File: config.mk
export PLATFORM = sky130hd
export DESIGN_NAME = vga_timing_generator
export DESIGN_NICKNAME = d
export VERILOG_FILES = /design/src/rtl/vga_timing_pkg.sv /design/src/rtl/vga_axis_counter.sv /design/src/rtl/vga_timing_generator.sv
export SDC_FILE = /design/constraint.sdc
export NUM_CORES = 1
export LEC_CHECK = 0
export ABC_AREA = 1
export CORE_AREA = 4 4 81 83
export CTS_CLUSTER_DIAMETER = 100
export CTS_CLUSTER_SIZE = 20
export DETAILED_ROUTE_END_ITERATION = 10
export DIE_AREA = 0 0 85 87
export GPL_ROUTABILITY_DRIVEN = 1
export GPL_TIMING_DRIVEN = 1
export PLACE_DENSITY_LB_ADDON = 0.1
export SYNTH_ARGS = -nofsm -noshare
export SYNTH_HDL_FRONTEND = slang
export SYNTH_SLANG_ARGS = --single-unit
File: constraint.sdc
create_clock -name clk_in -period 2.9 [get_ports clk_in]
set_input_delay 0.725 -clock clk_in [delete_from_list [all_inputs] [get_ports clk_in]]
set_output_delay 0.725 -clock clk_in [all_outputs]
set_load 0.02 [all_outputs]
File: src/rtl/vga_timing_pkg.sv
// vga_timing_pkg: default 640x480@60 timing, totals, sync window bounds and phase encoding.
package vga_timing_pkg;
    localparam int CNT_W        = 10;
    localparam int DEF_CLK_DIV  = 4;
    localparam int DEF_H_ACTIVE = 640;
    localparam int DEF_H_FP     = 16;
    localparam int DEF_H_SYNC   = 96;
    localparam int DEF_H_BP     = 48;
    localparam int DEF_V_ACTIVE = 480;
    localparam int DEF_V_FP     = 10;
    localparam int DEF_V_SYNC   = 2;
    localparam int DEF_V_BP     = 33;
    localparam int HT           = DEF_H_ACTIVE + DEF_H_FP + DEF_H_SYNC + DEF_H_BP;
    localparam int VT           = DEF_V_ACTIVE + DEF_V_FP + DEF_V_SYNC + DEF_V_BP;
    localparam int H_SYNC_START = DEF_H_ACTIVE + DEF_H_FP;
    localparam int H_SYNC_END   = H_SYNC_START + DEF_H_SYNC;
    localparam int V_SYNC_START = DEF_V_ACTIVE + DEF_V_FP;
    localparam int V_SYNC_END   = V_SYNC_START + DEF_V_SYNC;

    typedef enum logic [1:0] {
        PH_ACTIVE,
        PH_FRONT,
        PH_SYNC,
        PH_BACK
    } phase_t;
endpackage

File: src/rtl/vga_axis_counter.sv
// vga_axis_counter: one timing axis -- position counter plus ACTIVE/FRONT/SYNC/BACK phase FSM.
module vga_axis_counter
    import vga_timing_pkg::*;
#(
    parameter int ACTIVE = DEF_H_ACTIVE,
    parameter int FP     = DEF_H_FP,
    parameter int SYNC   = DEF_H_SYNC,
    parameter int BP     = DEF_H_BP
) (
    input  logic             i_clk,
    input  logic             i_rst_n,
    input  logic             i_step,
    output logic [CNT_W-1:0] o_cnt,
    output logic             o_active,
    output logic             o_sync
);
    localparam logic [CNT_W-1:0] L_ACT_END  = CNT_W'(ACTIVE - 1);
    localparam logic [CNT_W-1:0] L_FP_END   = CNT_W'(ACTIVE + FP - 1);
    localparam logic [CNT_W-1:0] L_SYNC_END = CNT_W'(ACTIVE + FP + SYNC - 1);
    localparam logic [CNT_W-1:0] L_LAST     = CNT_W'(ACTIVE + FP + SYNC + BP - 1);

    logic [CNT_W-1:0] r_cnt;
    phase_t           r_state;
    phase_t           w_next;

    always_ff @(posedge i_clk) begin
        if (!i_rst_n) begin
            r_cnt   <= '0;
            r_state <= PH_ACTIVE;
        end else begin
            r_state <= w_next;
            if (i_step)
                r_cnt <= (r_cnt == L_LAST) ? '0 : r_cnt + CNT_W'(1);
        end
    end

    // Phase boundaries line up with the counter so the FSM never drifts from r_cnt.
    always_comb begin
        w_next = r_state;
        if (i_step) begin
            case (r_state)
                PH_ACTIVE: w_next = (r_cnt == L_ACT_END)  ? PH_FRONT  : PH_ACTIVE;
                PH_FRONT:  w_next = (r_cnt == L_FP_END)   ? PH_SYNC   : PH_FRONT;
                PH_SYNC:   w_next = (r_cnt == L_SYNC_END) ? PH_BACK   : PH_SYNC;
                PH_BACK:   w_next = (r_cnt == L_LAST)     ? PH_ACTIVE : PH_BACK;
                default:   w_next = PH_ACTIVE;
            endcase
        end
    end

    assign o_cnt    = r_cnt;
    assign o_active = (r_state == PH_ACTIVE);
    assign o_sync   = (r_state == PH_SYNC);
endmodule

File: src/rtl/vga_timing_generator.sv
// vga_timing_generator: VGA sync/coordinate timing with registered outputs.
// Optional 8-bit frame_count output when VGA_FRAME_COUNTER_EN is defined.
module vga_timing_generator
    import vga_timing_pkg::*;
#(
    parameter int CLK_DIV  = DEF_CLK_DIV,
    parameter int H_ACTIVE = DEF_H_ACTIVE,
    parameter int H_FP     = DEF_H_FP,
    parameter int H_SYNC   = DEF_H_SYNC,
    parameter int H_BP     = DEF_H_BP,
    parameter int V_ACTIVE = DEF_V_ACTIVE,
    parameter int V_FP     = DEF_V_FP,
    parameter int V_SYNC   = DEF_V_SYNC,
    parameter int V_BP     = DEF_V_BP
) (
    input  logic             clk_in,
    input  logic             rst_n_in,
    output logic [CNT_W-1:0] current_row,
    output logic [CNT_W-1:0] current_line,
    output logic             enable,
    output logic             hsync,
    output logic             vsync,
    output logic             pixel_tick,
    output logic             frame_start
`ifdef VGA_FRAME_COUNTER_EN
    ,
    output logic [7:0]       frame_count
`endif
);
    localparam int               DW         = (CLK_DIV > 1) ? $clog2(CLK_DIV) : 1;
    localparam logic [DW-1:0]    L_DIV_LAST = DW'(CLK_DIV - 1);
    localparam logic [CNT_W-1:0] L_H_LAST   = CNT_W'(H_ACTIVE + H_FP + H_SYNC + H_BP - 1);

    logic [DW-1:0]    r_div;
    logic [CNT_W-1:0] w_h_cnt;
    logic [CNT_W-1:0] w_v_cnt;
    logic             w_h_active;
    logic             w_v_active;
    logic             w_h_sync;
    logic             w_v_sync;
    logic             w_v_step;
    logic             w_origin;
    logic [CNT_W-1:0] r_row;
    logic [CNT_W-1:0] r_line;
    logic             r_enable;
    logic             r_hsync;
    logic             r_vsync;
    logic             r_frame_start;

    assign pixel_tick = (r_div == L_DIV_LAST);
    assign w_v_step   = pixel_tick && (w_h_cnt == L_H_LAST);
    assign w_origin   = (w_h_cnt == '0) && (w_v_cnt == '0);

    always_ff @(posedge clk_in) begin
        if (!rst_n_in)
            r_div <= '0;
        else
            r_div <= pixel_tick ? '0 : r_div + DW'(1);
    end

    vga_axis_counter #(
        .ACTIVE (H_ACTIVE),
        .FP     (H_FP),
        .SYNC   (H_SYNC),
        .BP     (H_BP)
    ) u_h_axis (
        .i_clk    (clk_in),
        .i_rst_n  (rst_n_in),
        .i_step   (pixel_tick),
        .o_cnt    (w_h_cnt),
        .o_active (w_h_active),
        .o_sync   (w_h_sync)
    );

    vga_axis_counter #(
        .ACTIVE (V_ACTIVE),
        .FP     (V_FP),
        .SYNC   (V_SYNC),
        .BP     (V_BP)
    ) u_v_axis (
        .i_clk    (clk_in),
        .i_rst_n  (rst_n_in),
        .i_step   (w_v_step),
        .o_cnt    (w_v_cnt),
        .o_active (w_v_active),
        .o_sync   (w_v_sync)
    );

    // Outputs capture the decode of the counters as they stand on the tick, before they advance.
    always_ff @(posedge clk_in) begin
        if (!rst_n_in) begin
            r_row         <= '0;
            r_line        <= '0;
            r_enable      <= 1'b0;
            r_hsync       <= 1'b1;
            r_vsync       <= 1'b1;
            r_frame_start <= 1'b0;
        end else begin
            r_frame_start <= pixel_tick && w_origin;
            if (pixel_tick) begin
                r_row    <= w_h_active ? w_h_cnt : '0;
                r_line   <= w_v_active ? w_v_cnt : '0;
                r_enable <= w_h_active && w_v_active;
                r_hsync  <= !w_h_sync;
                r_vsync  <= !w_v_sync;
            end
        end
    end

    assign current_row  = r_row;
    assign current_line = r_line;
    assign enable       = r_enable;
    assign hsync        = r_hsync;
    assign vsync        = r_vsync;
    assign frame_start  = r_frame_start;

`ifdef VGA_FRAME_COUNTER_EN
    logic [7:0] r_frame_count;

    always_ff @(posedge clk_in) begin
        if (!rst_n_in)
            r_frame_count <= '0;
        else if (pixel_tick && w_origin)
            r_frame_count <= r_frame_count + 8'd1;
    end

    assign frame_count = r_frame_count;
`endif
endmodule

==> impl_metrics.env <==
export IMPL_drt_wl_total_um=5550
export IMPL_design_die_area_sq_mm=0.00740
export IMPL_post_route_min_period_ns=2.17
export IMPL_yosysWarnings=0
export IMPL_die_x_um=85
export IMPL_total_leakage_power_nw=1.02
export IMPL_holdPathEnd="r_div[0]"
export IMPL_gp_congestion=0.858
export IMPL_io_pin_count=27
export IMPL_fin_area_sq_mm=0.00271
export IMPL_start_util_pct=39.3
export IMPL_synth_top_family_by_area="simple AND/OR/NAND/NOR gates"
export IMPL_final_common_cell="nand2_1"
export IMPL_vdd_drop_max_mv=0.152
export IMPL_crit_fanout=2
export IMPL_cts_tree="yes"
export IMPL_vias_per_cell=4.92
export IMPL_ys_types=32
export IMPL_cts_made_buffers=5
export IMPL_reg2reg_from="u_h_axis.o_cnt[0]"
export IMPL_dr_pass1_iters=4
export IMPL_crit_type="reg2out"
export IMPL_die_y_um=87
export IMPL_skew_ns=0.00557
export IMPL_drv_cap=0
export IMPL_synth_top_cell_area_share_pct=43.6
export IMPL_final_util_pct=46.3
export IMPL_hp_class="reg2reg"
export IMPL_drive_gt1_share_pct=6.69
export IMPL_max_clock_freq_mhz=461
export IMPL_fin_crit_sh_pct=74.7
export IMPL_clkTransAtPathRegs_ns=0.09
export IMPL_reg2regPathDepth=8
export IMPL_setup_viol=0
export IMPL_dpl_cell_area_sq_mm=0.00263
export IMPL_synth_mux_area_share_pct=0
export IMPL_drc=0
export IMPL_drt_iter0_drc=106
export IMPL_ant_nets=0
export IMPL_grt_pass1_wl_um=9370
export IMPL_synthTopCellsByArea="dfxtp_1 44%, nand2_1 12%, nor2_1 8.5%"
export IMPL_tns_ns=0
export IMPL_ys_seq_area_share_pct=43.6
export IMPL_wire_per_inst_um=13.2
export IMPL_path_cells="ha_1, clkdlybuf4s50_1"
export IMPL_critPathMaxStageDelay_ns=0.61
export IMPL_cp_end_kind="output pin"
export IMPL_clk_root_buffer_cell="clkbuf_8"
export IMPL_rr_endpoint="u_v_axis.o_cnt[3]"
export IMPL_rsz0062_at_grt="false"
export IMPL_slew_headroom_pct=66.1
export IMPL_fillers=576
export IMPL_clockBufferDepth=2
export IMPL_powerDensity_mw_per_mm2=424
export IMPL_dr_total_vias=2060
export IMPL_antenna_found_initial=0
export IMPL_cts_hold_buf=0
export IMPL_synth_xor_area_share_pct=2.29
export IMPL_rrSetupSlack_ns=1.10
export IMPL_synth_simple_gate_area_share_pct=32.2
export IMPL_grt_start_max_net_pins=22
export IMPL_finalMaxSlewViolations=0
export IMPL_gr_total_overflow=0
export IMPL_arrival_ns=1.44
export IMPL_synthCells=315
export IMPL_synth_nets=323
export IMPL_outcome="complete, no violations"
export IMPL_netlist_area_sq_mm=0.00230
export IMPL_cp_start_kind="flip-flop"
export IMPL_clk_latency_ns=0.31
export IMPL_cts_max_level=2
export IMPL_required_ns=2.17
export IMPL_area_growth_pct=18.0
export IMPL_layout_nets=352
export IMPL_avgSynthCellArea_sq_um=7.29
export IMPL_hold_path_depth=1
export IMPL_crit_slowest_cell="clkdlybuf4s50_1"
export IMPL_rows=28
export IMPL_clock_sinks=50
export IMPL_postCtsSetupBuffers=0
export IMPL_diodes=0
export IMPL_yosys_register_bits=50
export IMPL_yosysTopAreaCell="dfxtp_1"
export IMPL_mostFrequentLayoutCells="72 x nand2_1, 52 x nor2_1, 50 x dfxtp_1"
export IMPL_core_sq_mm=0.00585
export IMPL_tightest_slew_ns=0.507
export IMPL_hp_start="r_div[0]"
export IMPL_final_hold_violation_count=0
export IMPL_synth_compound_area_share_pct=10.6
export IMPL_yosys_area_share_adder_pct=3.27
export IMPL_power_total_mw=1.15
export IMPL_grt_pass1_vias=1965
export IMPL_port_buffers=26
export IMPL_grtUsageTotal_pct=16.0
export IMPL_cts_resized=0
export IMPL_dp_hpwl_um=4130
## Yosys cell counts
cell type and count:
nand3_1 18, o22a_1 1, a21oi_1 5, inv_2 2, nor4_1 1, xnor2_1 1
xor2_1 5, buf_6 1, a31oi_1 1, nor3b_2 1, nor2_1 52, nand2_2 4
a211oi_1 2, inv_1 33, clkinv_1 1, ha_1 6, nor2_4 2, buf_2 6
o21ai_1 2, dfxtp_1 50, clkinv_4 1, nand2_1 72, nor3_1 8, a32o_1 5
nand4_1 7, o21ai_0 21, a21oi_2 1, o21a_1 1, nand4_2 1, nor3b_1 2
o211ai_1 1, nor2_2 1
## worst max path at each step
stage	startpoint	endpoint	cells past startpoint
floorplan	rst_n_in	current_row[5]	5
global placement	rst_n_in	current_line[2]	5
detailed placement	rst_n_in	current_line[1]	5
CTS	r_div[0]	pixel_tick	2
global route	r_div[0]	pixel_tick	2
finish	r_div[0]	pixel_tick	2
## critical path, delay by kind of cell, from the launching register on
family	cells	cell delay [ns]
buffers and inverters	1	0.61
flip-flops	1	0.34
adder cells (fa/ha/maj)	1	0.18
## logic make-up after synthesis
logic type,count (synthesis)
AND/OR/NAND/NOR,169
flip-flops,50
buffers and inverters,44
AO/OA/AOI/OAI,40
XOR/XNOR,6
adder cells (fa/ha/maj),6
## per-stage QoR
| stage | hold WS, ns | cells | worst slack (ns) |
|---|---|---|---|
| after floorplan | 0.399 | 315 | 1.35 |
| after global placement | 0.417 | 412 | 0.708 |
| after detailed placement | 0.416 | 412 | 0.615 |
| after CTS | 0.430 | 419 | 0.725 |
| after global routing | 0.462 | 419 | 0.667 |
| final | 0.429 | 419 | 0.733 |
## flip-flops by register name (all words and copies together), names as in the netlist
signal	cells
u_h_axis.o_cnt	10
r_div	2
current_line	10
vsync	1
frame_start	1
hsync	1
u_h_axis.r_state	2
enable	1
u_v_axis.o_cnt	10
current_row	10
u_v_axis.r_state	2
## per-layer routing
metal  wire (um)  global-route usage [%]
met2        2260                    24.5
met5           0                       0
met4          76                    5.32
met1        2850                    21.8
met3         360                    4.35
## area by class of cell
class	count	area (sq um)	area share [%]
clock inverter	2	10.0	0.369
sequential	50	1000	36.9
timing repair buffer	29	283	10.4
tap	75	93.8	3.46
multi-input combinational	221	1110	41.0
clock buffer	5	68.8	2.54
inverter	37	144	5.31
## power by group
group,internal (mW),leakage [nW],switching (mW),total [mW]
Clock,0.163,0.0438,0.234,0.397
Sequential,0.692,0.403,0.00334,0.696
Combinational,0.0188,0.577,0.0372,0.0560
(Power assumes the default switching activity.)
